$ cat config.mk
export PLATFORM = sky130hd
export DESIGN_NAME = regfile_sb
export DESIGN_NICKNAME = d
export VERILOG_FILES = /design/src/rtl/regfile_pkg.sv /design/src/rtl/regfile_rd_port.sv /design/src/rtl/regfile_sb.sv
export SDC_FILE = /design/constraint.sdc
export NUM_CORES = 2
export LEC_CHECK = 0
export CORE_MARGIN = 2
export CORE_UTILIZATION = 30
export CTS_BUF_LIST = sky130_fd_sc_hd__clkbuf_8 sky130_fd_sc_hd__clkbuf_16
export CTS_CLUSTER_DIAMETER = 30
export DETAILED_ROUTE_END_ITERATION = 16
export PLACE_DENSITY_LB_ADDON = 0.15
export RECOVER_POWER = 100
export SETUP_SLACK_MARGIN = 0.3
export SLEW_MARGIN = 20
export SYNTH_ARGS = -nofsm -noshare
export SYNTH_HDL_FRONTEND = slang
export SYNTH_SLANG_ARGS = --single-unit
$ cat constraint.sdc
create_clock -name CLK -period 7.6 [get_ports CLK]
set_clock_uncertainty 0.05 [all_clocks]
set_input_delay 1.52 -clock CLK [delete_from_list [all_inputs] [get_ports CLK]]
set_output_delay 1.52 -clock CLK [all_outputs]
set_load 0.05 [all_outputs]
$ cat src/rtl/regfile_pkg.sv
// Shared constants and the clog2 helper for the scoreboarded register file.
// Optional write-to-read forwarding is controlled by the REGFILE_BYPASS_EN macro.
package regfile_pkg;

  localparam int DEF_XLEN = 32;
  localparam int DEF_NREG = 32;
  localparam int DEF_NRD  = 2;
  localparam int DEF_NWR  = 2;

  function automatic int clog2(input int n);
    int r;
    r = 0;
    for (int v = n - 1; v > 0; v = v >> 1) r++;
    return r;
  endfunction

endpackage

$ cat src/rtl/regfile_rd_port.sv
// One combinational read port: register lookup, x0 masking, busy lookup and,
// when REGFILE_BYPASS_EN is defined, forwarding of same-cycle write data.
module regfile_rd_port
  import regfile_pkg::*;
#(
  parameter int XLEN = DEF_XLEN,
  parameter int NREG = DEF_NREG,
  parameter int NWR  = DEF_NWR,
  localparam int AW  = clog2(NREG)
) (
  input  logic [AW-1:0]       ra_i,
  input  logic [XLEN-1:0]     regs_i [NREG],
  input  logic [NREG-1:0]     busy_i,
  input  logic                byp_en_i,
  input  logic [NWR-1:0]      we_i,
  input  logic [NWR*AW-1:0]   wa_i,
  input  logic [NWR*XLEN-1:0] wd_i,
  output logic [XLEN-1:0]     rd_o,
  output logic                rbusy_o
);

`ifdef REGFILE_BYPASS_EN
  always_comb begin
    rd_o    = regs_i[ra_i];
    rbusy_o = busy_i[ra_i];
    // Ascending scan so the highest-index writer is the one forwarded.
    for (int j = 0; j < NWR; j++) begin
      if (byp_en_i && we_i[j] && (wa_i[j*AW +: AW] == ra_i)) begin
        rd_o    = wd_i[j*XLEN +: XLEN];
        rbusy_o = 1'b0;
      end
    end
    if (ra_i == '0) begin
      rd_o    = '0;
      rbusy_o = 1'b0;
    end
  end
`else
  logic unused_wr;
  assign unused_wr = ^{byp_en_i, we_i, wa_i, wd_i};

  always_comb begin
    rd_o    = regs_i[ra_i];
    rbusy_o = busy_i[ra_i];
    if (ra_i == '0) begin
      rd_o    = '0;
      rbusy_o = 1'b0;
    end
  end
`endif

endmodule

$ cat src/rtl/regfile_sb.sv
// Multi-ported register file with x0 hardwired to zero and a per-register busy
// scoreboard; REGFILE_BYPASS_EN enables write-to-read forwarding on the read ports.
module regfile_sb
  import regfile_pkg::*;
#(
  parameter int XLEN = DEF_XLEN,
  parameter int NREG = DEF_NREG,
  parameter int NRD  = DEF_NRD,
  parameter int NWR  = DEF_NWR,
  localparam int AW  = clog2(NREG)
) (
  input  logic                CLK,
  input  logic                RST,
  input  logic [NRD*AW-1:0]   RA,
  output logic [NRD*XLEN-1:0] RD,
  output logic [NRD-1:0]      RBUSY,
  input  logic [NWR-1:0]      WE,
  input  logic [NWR*AW-1:0]   WA,
  input  logic [NWR*XLEN-1:0] WD,
  input  logic                ISS,
  input  logic [AW-1:0]       ISS_A,
  output logic [NREG-1:0]     BUSY
);

  logic [XLEN-1:0] regs_q [NREG];
  logic [XLEN-1:0] regs_d [NREG];
  logic [NREG-1:0] busy_q;
  logic [NREG-1:0] busy_d;

  // Later ports overwrite earlier ones; an issue is applied after the write
  // clears so a newly issued producer keeps its register marked busy.
  always_comb begin
    regs_d = regs_q;
    busy_d = busy_q;
    for (int j = 0; j < NWR; j++) begin
      if (WE[j]) begin
        regs_d[WA[j*AW +: AW]] = WD[j*XLEN +: XLEN];
        busy_d[WA[j*AW +: AW]] = 1'b0;
      end
    end
    if (ISS) busy_d[ISS_A] = 1'b1;
    regs_d[0] = '0;
    busy_d[0] = 1'b0;
  end

  always_ff @(posedge CLK or negedge RST) begin
    if (!RST) begin
      for (int i = 0; i < NREG; i++) regs_q[i] <= '0;
      busy_q <= '0;
    end else begin
      regs_q <= regs_d;
      busy_q <= busy_d;
    end
  end

  assign BUSY = busy_q;

  // Forwarding is suppressed while reset is held so every read returns zero.
  for (genvar gi = 0; gi < NRD; gi++) begin : g_rd
    regfile_rd_port #(
      .XLEN(XLEN),
      .NREG(NREG),
      .NWR (NWR)
    ) u_rd_port (
      .ra_i    (RA[gi*AW +: AW]),
      .regs_i  (regs_q),
      .busy_i  (busy_q),
      .byp_en_i(RST),
      .we_i    (WE),
      .wa_i    (WA),
      .wd_i    (WD),
      .rd_o    (RD[gi*XLEN +: XLEN]),
      .rbusy_o (RBUSY[gi])
    );
  end

endmodule

==> results.toml <==
[finish]
fillers = 20600
drive_gt1_share_pct = 20.4
final_nets = 6129
syn_to_final_growth_pct = 22.6
final_area_sq_um = 78600

[pwr]
p_seq_share_pct = 30.8
switching_share_pct = 29.4
leakagePower_nw = 33.8
switching_power_mw = 7.80
peakVddDrop_mv = 0.169
pwr-share-clk_pct = 48.9
combPwrFrac_pct = 20.4
internal_power_mw = 18.7
power.density_nw_per_um2 = 338

[logic_synthesis]
synth-seq-area-share_pct = 40.0
synth_edf_count = 0
synth_cells = 6021
syn_nets = 6115
yosys_most_used_dff = "dfrtp_1"
synth_seq_cells = 1023
yosysMostFrequentCell = "mux2i_1"
yosysTopAreaCell = "dfrtp_1"
synth.area.top_cells = "dfrtp_1, mux2i_1, mux4_2"
netlist_area_sq_um = 64100
synthArstFlopShare_pct = 100
synth_warnings = 0
synth_commonest_cells = "mux2i_1, dfrtp_1, nand2_1, o21ai_0, nor2_1"
ys_types = 48
yosysTopAreaCellShare_pct = 40.0
syn_area_per_cell_sq_um = 10.6

[global_route]
grt_usage_pct = 27.7
grt_pass1_vias = 51300
antenna_found_initial = 44
grt-ovfl-total = 0
grt_pass1_wl_mm = 426
grt_max_degree = 125

[placement]
gp_congestion = 0.847
hpwlAfterDp_mm = 181
dpl_cell_area_sq_um = 68700
dp_slack_ns = 1.14
io_buffer_count = 190

[clocking]
cts-root-buf = "clkbuf_16"
cts-resized-gates = 0
clkSinkCount = 1023
htree_levels = 5
cts_tree = "done"
clk_pin_slew_ns = 0.04
ctsHoldBuffers = 0
clock_path_buffers = 4
cts_inserted_buffers = 317
clkLatencyLatePin_ns = 0.92
cts_setup_buffers = 0

[worst_setup_path]
crit_required_ns = 8.28
r2r_end = "regs_q[398]"
critPathKind = "primary input to flop"
crit_fanout = 22
rrSetupSlack_ns = 6.55
worst_r2r_path_depth = 2
critPathArrivalTime_ns = 7.88
start_kind = "primary input"
end_kind = "flop"
startpoint = "WA[0]"
reg2reg_from = "regs_q[398]"

[min_path]
hp-class = "flop to flop"
holdPathEnd = "regs_q[500]"
holdPathStages = 2
min_from = "regs_q[500]"

[routing]
vias_per_cell = 5.75
num_vias = 52200
wire_per_inst_um = 33.7
final_antenna_net_count = 0
dr.pass1.iters = 6
drt_iter0_drc = 5547
drc_errors = 0
drt-total-wl_mm = 306

[sta]
min_period_ns = 7.20
drv_slew = 1790
fin_setup_tns_ns = 0
hold_violations = 0
setup_violations = 0
rsz0062_at_grt = "false"
worst_pin_slew_ns = 5.54
maxSlewHeadroom_pct = -269
hold_slack_ns = 0.539
min_period_over_period_pct = 94.7
fin_ws_ns = 0.400
fmax_mhz = 139

[die]
rows = 169
core_sq_um = 212000
start_util_pct = 30.2
fp.dieH_um = 466
die_w_um = 466
dieArea_sq_um = 217000
pin_count = 192

[outcome]
outcome = "finished, violations left"
failed_checks = "capacitance limit, slew limit"

[run]
maxCapViolations = 68
## power groups by stage
stage	sequential, mW	clock [mW]	combinational (mW)
after floorplan	7.80	0	3.82
after global placement	8.14	0	5.33
after detailed placement	8.17	0	5.42
after CTS	8.12	13.1	5.43
after global routing	8.34	13.4	5.79
final	8.16	13.0	5.41
## sequential cells by signal, summed over array words and instances (netlist names)
name,cells
BUSY,31
regs_q,992
## worst max-delay path by stage
stage             endpoint  slack (ns)  cells after the start
2_1_floorplan       RD[10]        2.26                      6
3_3_place_gp        RD[54]        1.13                      7
3_5_place_dp        RD[52]        1.14                      7
4_1_cts             RD[52]        1.13                      7
5_1_grt             RD[62]        0.51                      7
6_report       regs_q[628]        0.40                      6
## layout by cell type, fill, tap and decap left out, drive strengths merged, types with 15 or more instances in the layout
cell type,instances
clkinv,47
dfrtp,1023
inv,57
a22oi,62
a21oi,465
nor2,520
a221oi,32
clkinvlp,17
a22o,17
clkdlybuf4s50,77
o21ai,607
nand3,19
clkbuf,443
mux4,458
nand2,655
nand2b,18
mux2i,1125
a211o,35
o22ai,66
dlygate4sd3,80
bufinv,30
a221o,15
buf,193
mux2,86
## routing by layer
metal	track usage, %	wire length [um]	vias to the layer above
li1	-	-	22100
met1	37.1	129000	26800
met2	43.3	141000	2557
met3	5.57	22300	652
met4	12.1	14000	16
met5	0	115	-
## layout make-up
cell class              instances  area [sq um]  area share [%]
clock inverters               148          1490            1.90
clock buffers                 386          8950            11.4
flip-flops and latches       1023         25600            32.6
inverters                       3          13.8          0.0175
multi-input cells            4281         35300            44.9
well taps                    2821          3530            4.49
repair buffers                409          3660            4.66
diodes                         12          30.0          0.0382
## kinds of logic after synthesis
kind of cell / after synthesis / synth area share [%]
simple gates: 1273 / 8.07
buf+inv: 717 / 5.19
flops: 1023 / 40.0
mux: 1669 / 35.2
compound gates: 1338 / 11.6
other cells: 1 / 0.00585
## per-stage QoR
stage	utilization [%]	total power, mW	std cells
2_1_floorplan	-	11.6	6021
3_3_place_gp	32.4	13.5	8533
3_5_place_dp	32.4	13.6	8537
4_1_cts	37.3	26.6	9071
5_1_grt	37.0	27.5	9081
6_report	37.0	26.5	9083
## critical path, stage by stage
cell           delay (ns)
dlygate4sd3_1        0.65
or3b_1               0.55
nor2_1               3.95
buf_4                0.83
mux2i_1              0.24
a21oi_1              0.08
Power figures use the tool's default switching activity.
